==> src/rtl/cclimb_pkg.sv <==
// Shared types and default sizing for the Crazy Climber core.
// The ROM loader and its neighbours import these so the sizes agree.
package cclimb_pkg;

   typedef enum logic [1:0] {
      ST_IDLE = 2'd0,
      ST_LOAD = 2'd1,
      ST_HOLD = 2'd2,
      ST_RUN  = 2'd3
   } load_state_t;

   localparam logic [16:0] ROM_SIZE_DEF = 17'h10000;
   localparam logic [15:0] HOLDOFF_DEF  = 16'd1024;

endpackage

==> src/rtl/cclimb_rom_loader.sv <==
// Bridges the HPS ioctl download into the core ROM write port, validates
// ordering and length, and keeps the core in reset until the image settles.
module cclimb_rom_loader
   import cclimb_pkg::*;
#(
   parameter logic [16:0] ROM_SIZE = ROM_SIZE_DEF,
   parameter logic [15:0] HOLDOFF  = HOLDOFF_DEF
)
(
   input  logic        clk_sys,
   input  logic        reset_n,
   input  logic        ioctl_download,
   input  logic        ioctl_wr,
   input  logic [24:0] ioctl_addr,
   input  logic [7:0]  ioctl_dout,
   output logic [15:0] dn_addr,
   output logic [7:0]  dn_data,
   output logic        dn_wr,
   output logic        core_reset,
   output logic        rom_ready,
   output logic        load_err,
   output logic [7:0]  checksum
);

   load_state_t state_r;
   logic        dl_prev_r;
   logic [16:0] byte_cnt_r;
   logic [15:0] hold_cnt_r;

   logic dl_rise_s;
   logic dl_fall_s;
   logic addr_in_rom_s;
   logic addr_in_seq_s;

   assign dl_rise_s     = ioctl_download & ~dl_prev_r;
   assign dl_fall_s     = ~ioctl_download & dl_prev_r;
   assign addr_in_rom_s = (ioctl_addr < {8'd0, ROM_SIZE});
   assign addr_in_seq_s = (ioctl_addr == {8'd0, byte_cnt_r});

   // Loader state machine with all outputs registered.
   always_ff @(posedge clk_sys) begin
      if (!reset_n) begin
         state_r    <= ST_IDLE;
         // Track the live level so a download held high across reset is not a new edge.
         dl_prev_r  <= ioctl_download;
         byte_cnt_r <= 17'd0;
         hold_cnt_r <= 16'd0;
         dn_wr      <= 1'b0;
         dn_addr    <= 16'd0;
         dn_data    <= 8'd0;
         core_reset <= 1'b1;
         rom_ready  <= 1'b0;
         load_err   <= 1'b0;
         checksum   <= 8'd0;
      end else begin
         dl_prev_r <= ioctl_download;
         dn_wr     <= 1'b0;
         if (dl_rise_s && (state_r != ST_LOAD)) begin
            state_r    <= ST_LOAD;
            byte_cnt_r <= 17'd0;
            hold_cnt_r <= 16'd0;
            checksum   <= 8'd0;
            load_err   <= 1'b0;
            core_reset <= 1'b1;
            rom_ready  <= 1'b0;
         end else begin
            case (state_r)
               ST_LOAD: begin
                  if (dl_fall_s) begin
                     state_r    <= ST_HOLD;
                     hold_cnt_r <= HOLDOFF;
                     if (byte_cnt_r != ROM_SIZE) begin
                        load_err <= 1'b1;
                     end else begin
                        load_err <= load_err;
                     end
                  end else if (ioctl_wr) begin
                     if (addr_in_rom_s && addr_in_seq_s) begin
                        byte_cnt_r <= byte_cnt_r + 17'd1;
                        dn_wr      <= 1'b1;
                        dn_addr    <= ioctl_addr[15:0];
                        dn_data    <= ioctl_dout;
                        checksum   <= checksum ^ ioctl_dout;
                     end else begin
                        load_err <= 1'b1;
                     end
                  end else begin
                     state_r <= ST_LOAD;
                  end
               end
               ST_HOLD: begin
                  if (hold_cnt_r != 16'd0) begin
                     hold_cnt_r <= hold_cnt_r - 16'd1;
                  end else begin
                     state_r    <= ST_RUN;
                     core_reset <= 1'b0;
                     rom_ready  <= ~load_err;
                  end
               end
               ST_IDLE: begin
                  core_reset <= 1'b1;
                  rom_ready  <= 1'b0;
               end
               ST_RUN: begin
                  core_reset <= 1'b0;
                  rom_ready  <= ~load_err;
               end
               default: begin
                  state_r    <= ST_IDLE;
                  core_reset <= 1'b1;
                  rom_ready  <= 1'b0;
               end
            endcase
         end
      end
   end

endmodule
==> config.mk <==
export PLATFORM = sky130hd
export DESIGN_NAME = cclimb_rom_loader
export DESIGN_NICKNAME = d
export VERILOG_FILES = /design/src/rtl/cclimb_pkg.sv /design/src/rtl/cclimb_rom_loader.sv
export SDC_FILE = /design/constraint.sdc
export NUM_CORES = 1
export LEC_CHECK = 0
export ABC_AREA = 1
export CAP_MARGIN = 15
export CORE_MARGIN = 2
export CORE_UTILIZATION = 57
export CTS_CLUSTER_SIZE = 12
export DETAILED_ROUTE_END_ITERATION = 10
export DONT_BUFFER_PORTS = 1
export GPL_TIMING_DRIVEN = 0
export PLACE_DENSITY = 0.76
export SYNTH_ARGS = -nofsm -noshare
export SYNTH_HDL_FRONTEND = slang
export SYNTH_SLANG_ARGS = --single-unit
==> constraint.sdc <==
create_clock -name clk_sys -period 1.6 [get_ports clk_sys]
set_input_delay 0.24 -clock clk_sys [delete_from_list [all_inputs] [get_ports clk_sys]]
set_output_delay 0.24 -clock clk_sys [all_outputs]
set_load 0.01 [all_outputs]
Word-level counts from Yosys, hierarchy flattened
Index checks and enable logic that the tools add are counted.
{"block": "classes", "n_addsub": 2, "multipliers": 0, "n_div": 0, "n_lt_le_gt_ge": 1, "n_eq_ne": 14, "n_shift": 0, "muxes": 17, "bitwise": 11, "n_reduce_logical": 17}
{"op": "16-bit two-way mux", "n": 2}
{"op": "16-bit one-hot mux with 2 select lines", "n": 1}
{"op": "25-bit by 17-bit equality test with 1-bit output", "n": 1}
{"op": "25-bit by 17-bit less-than comparator with 1-bit output, second input constant", "n": 1}
{"op": "17-bit by 1-bit adder with 17-bit output, second input constant", "n": 1}
{"op": "17-bit inequality test, second input constant", "n": 1}
{"op": "16-bit nonzero test", "n": 1}
{"op": "16-bit by 1-bit subtractor with 16-bit output, second input constant", "n": 1}
{"op": "3-bit AND reduction", "n": 3}
{"op": "1-bit two-way mux", "n": 8}
{"op": "2-bit inequality test, second input constant", "n": 4}
{"op": "1-bit inverter", "n": 8}
{"op": "4-bit AND reduction", "n": 2}
{"op": "8-bit bitwise XOR", "n": 1}
{"op": "2-bit two-way mux", "n": 3}
{"op": "3-bit inequality test, second input constant", "n": 2}
{"op": "1-bit one-hot mux with 3 select lines", "n": 2}
{"op": "3-bit nonzero test", "n": 2}
{"op": "5-bit AND reduction", "n": 1}
{"op": "5-bit OR reduction", "n": 1}
{"op": "2-bit equality test, second input constant", "n": 2}
{"op": "2-bit by 1-bit inequality test with 1-bit output, second input constant", "n": 2}
{"op": "4-bit inequality test, second input constant", "n": 1}
{"op": "2-bit one-hot mux with 2 select lines", "n": 1}
{"op": "other kinds (7)", "n": 10}
{"block": "word_totals", "register_bits": 72, "latch_bits": 0, "ramBits": 0, "rom_bits": 0, "input_bits": 37, "elab_cells": 74, "n_memories": 0}

Longest topological paths before layout
Gate-level depths: netlist of run 1.
{"block": "logic_depth", "ltp_word": 5, "mapped_depth": 13, "ltp_nobuf": 12}

Worst setup path before layout of run 1
OpenSTA, ideal clock, no wires.
{"block": "synth_timing", "path_kind": "reg2reg", "start": "reg state_r[1]", "end": "reg byte_cnt_r[3]", "setup_time_ns": 0.110, "arrival_time_ns": 1.555, "required_time_ns": 1.490, "setup_slack_ns": -0.065, "stages_incl_launch_ff": 12, "cell_sequence": "dfxtp_1 -> inv_1 -> ha_1 -> inv_1 -> nor2_1 -> nand2_1 -> inv_1 -> buf_2 -> clkbuf_1 -> nand4_1 -> nand2_1 -> nor2_1"}
{"block": "synth_via", "elab_chain_len": 3, "elab_cells_between_ends": 5}
{"element": "start, declared", "line": "cclimb_rom_loader.sv:25", "text": "load_state_t state_r;"}
{"element": "start signal, assigned", "line": "cclimb_rom_loader.sv:43", "text": "state_r <= ST_IDLE;"}
{"element": "start signal, assigned", "line": "cclimb_rom_loader.sv:59", "text": "state_r <= ST_LOAD;"}
{"element": "start signal, assigned", "line": "cclimb_rom_loader.sv:70", "text": "state_r <= ST_HOLD;"}
{"element": "2-bit by 1-bit inequality test with 1-bit output", "line": "cclimb_rom_loader.sv:58", "text": "if (dl_rise_s && (state_r != ST_LOAD)) begin"}
{"element": "1-bit logical AND", "line": "cclimb_rom_loader.sv:58"}
{"element": "2-bit OR reduction (no line)"}
{"element": "end signal, assigned", "line": "cclimb_rom_loader.sv:79", "text": "byte_cnt_r <= byte_cnt_r + 17'd1;"}
{"element": "end, declared", "line": "cclimb_rom_loader.sv:27", "text": "logic [16:0] byte_cnt_r;"}
Parallel ways exist; a longest one is shown, timed or not.
A chain may end at the register's enable or synchronous reset.

Worst setup path in the final report of run 1
{"block": "layout_timing", "start": "reg byte_cnt_r[3]", "end": "reg checksum[3]"}
{"block": "layout_via", "elab_chain_len": 3}
{"element": "25-bit by 17-bit equality test with 1-bit output", "line": "cclimb_rom_loader.sv:38", "text": "assign addr_in_seq_s = (ioctl_addr == {8'd0, byte_cnt_r});"}
{"element": "1-bit logical AND", "line": "cclimb_rom_loader.sv:78", "text": "if (addr_in_rom_s && addr_in_seq_s) begin"}
{"element": "4-bit AND reduction (no line)"}
{"element": "end signal, assigned", "line": "cclimb_rom_loader.sv:83", "text": "checksum <= checksum ^ ioctl_dout;"}
{"element": "end, declared", "line": "cclimb_rom_loader.sv:22", "text": "output logic [7:0] checksum"}
No other way between the ends.

==> metrics, run 1 <==
result of the run finished with violations; failing checks negative setup slack; aggregate global-route resource usage 0.311; share of cells above drive strength 1 0.305; post-detailed-placement cell area 0.00400 sq mm; Pins Over Slew Limit 0; Total Power 0.00617 W; Hold Crit Class in2reg; count of H-tree levels built during CTS 3; TritonCTS clock tree built; buffers added on ports 0; CP startpoint kind register; cells on worst reg2reg path 12; Final #Nets 725; maximum buffer depth of the clock tree 2; Top-Level Pins 73; Critical Setup Path Class reg2reg; clk root buf clkbuf_8; Worst Clk Skew 9.70 ps; die extent in y 86.7 um; number of violations of the max-capacitance limit 0; Fillers 473; smallest setup slack after layout -130 ps; clock input transition at the sequential cells of the worst setup and hold paths 80 ps; DRT Pass-1 Iters 5; commonest non-fill, non-tap cells in the layout nand2_1 (141), nor2_1 (90), inv_1 (70); most common cell after layout, fill and taps aside nand2_1; total vias in the final route 4,305; post-synthesis area per instance 6.27 sq um; Syn. warnings 0; routability-driven placement congestion ratio 0.948; pin count of the biggest net entering global routing 13; Detailed Route WL 12,000 um; routed length per placed instance 15.7 um; leakage power of the design 2.31 nW; unrepaired setup endpoints after global routing yes; area enclosed by the die boundary 0.00752 sq mm; final period demand of the worst path 1730 ps; Yosys top cell area share 0.370; number of hold-slack violations in the final timing report 0; start point of the critical path byte_cnt_r[3]; GR met1 Demand/Resource 0.366; clk_lat worst skew 360 ps; residual DRC count 0; end of the worst hold path dn_addr[4]; number of global-route vias before repair 4,020; Die X-Extent 86.7 um; ratio of final minimum period to clock period 1.08; Max transition margin 0.684; count of antenna-violating nets left after detailed routing 0; antenna cell count 0; number of distinct standard cells referenced by the synthesized netlist 28; Layout area overhead 34.4%; global routing met3 resource utilization 0.0676; clock sink count 72; first-iteration detailed-routing DRC count 327; number of vias per cell after detailed routing 5.63; library cell with the largest summed area after synthesis dfxtp_1; slew at the pin closest to its max-slew limit 471 ps; worst reg2reg path startpoint byte_cnt_r[3]; Synth Register Bits 72; number of setup violations in the final report 36; Final Core Density 0.780; Core Rows 30; number of clock buffers inserted by TritonCTS 9; Net Count, Synth 667; top area cells in the synthesized netlist dfxtp_1 (37%), nand2_1 (15%), nor2_1 (11%); endpoint of the lowest-slack register-to-register path checksum[3]; hold wc startpoint reset_n; Final Instance Area 0.00524 sq mm; required time at the worst-slack endpoint 1870 ps; largest vdd supply drop 588 uV; share of the yosys chip area belonging to registers 0.370; setup TNS -2190 ps; top achievable clock speed 578 MHz; Worst EP arrival 2000 ps; total grt overflow 0; sum of net half-perimeters after detailed placement 7220 um; routing usage on met2 0.527; Placeable Area 0.00672 sq mm; Starting Density 0.580; hold depth 2; post-placement worst setup slack -332 ps; Post-Syn Instances 622; worst reg-to-reg setup slack -130 ps; capturing element type of the critical path register; synthesized cell area 0.00390 sq mm; layer with the highest usage after global routing met2; antenna violations before repair 0; power per cell area 1180 mW/mm^2; critical path peak fanout 9; first-pass GRT wire length 18,300 um
[final cells by class]
| type | count | area (sq um) | share of cell area |
|---|---|---|---|
| repair buffers | 47 | 432 | 0.0824 |
| plain buffers | 20 | 241 | 0.0461 |
| clock inverters | 5 | 104 | 0.0198 |
| clock buffers | 11 | 141 | 0.0270 |
| inverters | 101 | 405 | 0.0774 |
| multi-input cells | 429 | 2330 | 0.445 |
| flip-flops and latches | 72 | 1490 | 0.284 |
| well taps | 80 | 100 | 0.0191 |
[metrics by stage]
step,cells,hold slack [ps]
floorplan,622,268
global placement,702,268
detailed placement,702,268
CTS,742,6.88
global route,765,10.4
finish,765,11.5
[cells in the mapped netlist, drive strengths merged]
| master | number |
|---|---|
| clkinv | 3 |
| a21oi | 25 |
| and3 | 3 |
| xnor2 | 2 |
| nand2 | 159 |
| nand3b | 1 |
| buf | 16 |
| dfxtp | 72 |
| nand4 | 32 |
| clkbuf | 4 |
| nor3 | 14 |
| xor2 | 3 |
| inv | 98 |
| nor2 | 113 |
| ha | 8 |
| a31oi | 1 |
| nand3 | 44 |
| o21ai | 23 |
| o211ai | 1 |
[logic make-up (layout without fill, tap and decap cells)]
| group | Yosys count | after routing | share of synthesized area |
|---|---|---|---|
| adders and majority gates | 8 | 8 | 0.0257 |
| buffers and inverters | 121 | 184 | 0.125 |
| xor gates and xnor gates | 5 | 5 | 0.0112 |
| DFF | 72 | 72 | 0.370 |
| and+or+nand+nor | 366 | 366 | 0.403 |
| AOI/OAI and AO/OA | 50 | 50 | 0.0652 |
[worst max-delay path, stage by stage, from the launching register on]
cell,delay [ps]
dfxtp_2,340
inv_2,70
nand2_1,50
nand2_1,50
nand2_1,80
nor2_2,160
nand3_2,150
nor2_8,150
buf_12,170
buf_8,120
nand4_1,130
nand2_1,110
nor2_1,40
[timing repair]
action / CTS / global route
endpoints found under the setup margin: 71 / 71
gates cloned: 2 / 3
hold buffers: 2 / 0
pin swaps: 24 / 28
gates resized for setup: 95 / 101
buffers inserted: 20 / 20
hold endpoints to repair: 3 / 0
[sequential cells by signal, summed over array words and instances (netlist names)]
register    count
load_err        1
rom_ready       1
dn_wr           1
dn_data         8
dl_prev_r       1
dn_addr        16
state_r         2
byte_cnt_r     17
checksum        8
hold_cnt_r     16
core_reset      1
[layer usage]
metal / share of wire / vias to the layer above
met5: 0 / -
met4: 0.038 / 0
met3: 0.072 / 53
met2: 0.50 / 214
met1: 0.39 / 1961
li1: - / 2077
[how the worst max path moves through the flow]
stage | slack [ps] | end | depth (start not counted)
2_1_floorplan | 10 | checksum[1] | 12
3_5_place_dp | -330 | dn_addr[14] | 11
4_1_cts | -90 | byte_cnt_r[7] | 13
6_report | -130 | checksum[3] | 12
3_3_place_gp | -320 | checksum[2] | 12
5_1_grt | -220 | byte_cnt_r[11] | 10
[power by group]
part	switching [W]	internal, W	leakage, nW	total [W]
Clock	0.000735	0.00108	0.124	0.00181
Sequential	0.000136	0.00190	0.595	0.00204
Combinational	0.00140	0.000916	1.59	0.00232
Total	0.00228	0.00390	2.31	0.00617
Note: power is estimated with default switching activity, not from simulation.
==> inputs of run 2 (changes only) <==
--- a/config.mk
+++ b/config.mk
@@ -6,6 +6,7 @@
 export NUM_CORES = 1
 export LEC_CHECK = 0
 export ABC_AREA = 1
+export ABC_CLOCK_PERIOD_IN_PS = 1600
 export CAP_MARGIN = 15
 export CORE_MARGIN = 2
 export CORE_UTILIZATION = 57
==> constraint.sdc (replaced) <==
create_clock -name clk_sys -period 1.6 [get_ports clk_sys]
set_input_delay 0.32 -clock clk_sys [delete_from_list [all_inputs] [get_ports clk_sys]]
set_output_delay 0.32 -clock clk_sys [all_outputs]
set_load 0.01 [all_outputs]
==> run 2 against run 1 <==
The flow still finishes with violations (negative setup slack). Critical endpoint is now byte_cnt_r[7]. Worst setup slack improved by 6.3 ps. Global-route usage fell by 0.10 points. Via count fell by 1.1%. Clock power barely moved. Sequential power barely moved. Core utilization fell by 0.15 points. Register-to-register slack barely moved. Largest power group unchanged.
==> metrics, run 2 (synthesis results as in run 1) <==
clk_lat worst skew 360 ps; Max transition margin 0.691; post-placement worst setup slack -332 ps; residual DRC count 0; hold wc startpoint reset_n; clock sink count 72; largest registers byte_cnt_r x17, dn_addr x16, hold_cnt_r x16; first-iteration detailed-routing DRC count 347; Layout area overhead 34.2%; required time at the worst-slack endpoint 1900 ps; Top-Level Pins 73; top achievable clock speed 580 MHz; total vias in the final route 4,257; flip-flop count of the largest register, all copies and words added 17; result of the run finished with violations; hold_ws 81.5 ps; cell with the biggest individual delay on the critical path dfxtp_4; total grt overflow 0; number of hold-slack violations in the final timing report 0; power per cell area 1180 mW/mm^2; commonest non-fill, non-tap cells in the layout nand2_1 (141), nor2_1 (90), inv_1 (69); Max stage delay on crit path 370 ps; number of violations of the max-capacitance limit 0; count of H-tree levels built during CTS 3; area enclosed by the die boundary 0.00752 sq mm; Hold Crit Class in2reg; count of antenna-violating nets left after detailed routing 0; final period demand of the worst path 1720 ps; die extent in y 86.7 um; Core Rows 30; Final #Nets 724; routed length per placed instance 15.6 um; Pins Over Slew Limit 0; largest vdd supply drop 588 uV; first-pass GRT wire length 18,300 um; number of setup violations in the final report 35; setup TNS -2030 ps; maximum buffer depth of the clock tree 2; CP startpoint kind register; most common cell after layout, fill and taps aside nand2_1; buffers added on ports 0; capturing element type of the critical path register; Worst Clk Skew 10.3 ps; Starting Density 0.580; register containing the most flip-flops in the final layout byte_cnt_r; start point of the critical path byte_cnt_r[7]; clk root buf clkbuf_8; pin count of the biggest net entering global routing 13; unrepaired setup endpoints after global routing yes; sum of net half-perimeters after detailed placement 7220 um; TritonCTS clock tree built; clock input transition at the sequential cells of the worst setup and hold paths 80 ps; critical path peak fanout 9; antenna violations before repair 0; Critical Path Most Common Cell nand2_2; Fillers 474; number of clock buffers inserted by TritonCTS 9; Detailed Route WL 12,000 um; failing checks negative setup slack; Die X-Extent 86.7 um; share of cells above drive strength 1 0.307; number of global-route vias before repair 4,016; worst reg2reg path startpoint byte_cnt_r[7]; slew at the pin closest to its max-slew limit 461 ps; number of vias per cell after detailed routing 5.57; Placeable Area 0.00672 sq mm; Critical Setup Path Class reg2reg; ordered list of cells on the worst path buf_6, nand2_2, nand4_1, nor2_1, nand2_2, nor2_8, buf_12, buf_8, nand3_2, nand2_2, inv_2, nor2_2; antenna cell count 0; leakage power of the design 2.31 nW; DRT Pass-1 Iters 5; Worst EP arrival 2020 ps; smallest setup slack after layout -124 ps; routability-driven placement congestion ratio 0.948; ratio of final minimum period to clock period 1.08; aggregate global-route resource usage 0.310
## run 2: worst max-delay path, delay by kind of cell (launching register included)
kind | cells | cell delay, ps
AND/OR/NAND/NOR | 8 | 790
buffers and inverters | 4 | 480
flip-flops | 1 | 370
## run 2: worst paths after layout
check	to	slack [ps]	cells past startpoint
worst max-delay path	byte_cnt_r[7]	-120	12
worst min-delay path	dn_addr[2]	80	2
worst min register to register	hold_cnt_r[0]	490	2
worst max register to register	byte_cnt_r[7]	-120	12
## run 2: per-layer routing
layer	part of all wire	global-route usage	wire length, um
met1	0.39	0.363	4650
met3	0.074	0.0648	883
met5	0	0	0
met4	0.043	0.168	513
met2	0.49	0.529	5910
## run 2: stage by stage
| step | cells | area [sq um] | utilization | total power [W] |
|---|---|---|---|---|
| 2_1_floorplan | 622 | 3900 | - | 0.00324 |
| 4_1_cts | 741 | 4720 | 0.702 | 0.00552 |
| 3_5_place_dp | 702 | 4000 | 0.595 | 0.00358 |
| 6_report | 764 | 5230 | 0.778 | 0.00617 |
| 3_3_place_gp | 702 | 4000 | 0.595 | 0.00353 |
| 5_1_grt | 764 | 5230 | 0.778 | 0.00649 |
## run 2: layout make-up
class / count / area, sq um / share of cell area
Buffer: 20 / 241 / 0.0462
Timing Repair Buffer: 46 / 422 / 0.0806
Multi-Input combinational cell: 429 / 2330 / 0.445
Clock inverter: 5 / 104 / 0.0199
Clock buffer: 11 / 141 / 0.0270
Sequential cell: 72 / 1490 / 0.284
Inverter: 101 / 405 / 0.0775
Tap cell: 80 / 100 / 0.0191
## run 2: where the power goes
group	internal, W	total, W	switching, W
Sequential	0.00190	0.00204	0.000136
Clock	0.00108	0.00181	0.000733
Combinational	0.000915	0.00232	0.00140
## run 2: what timing repair did
action	CTS	global route
gates cloned	2	3
hold buffers	1	0
endpoints found under the setup margin	71	71
setup buffers	20	20
hold endpoints to repair	1	0
pin swaps	24	28
resized for setup	95	102
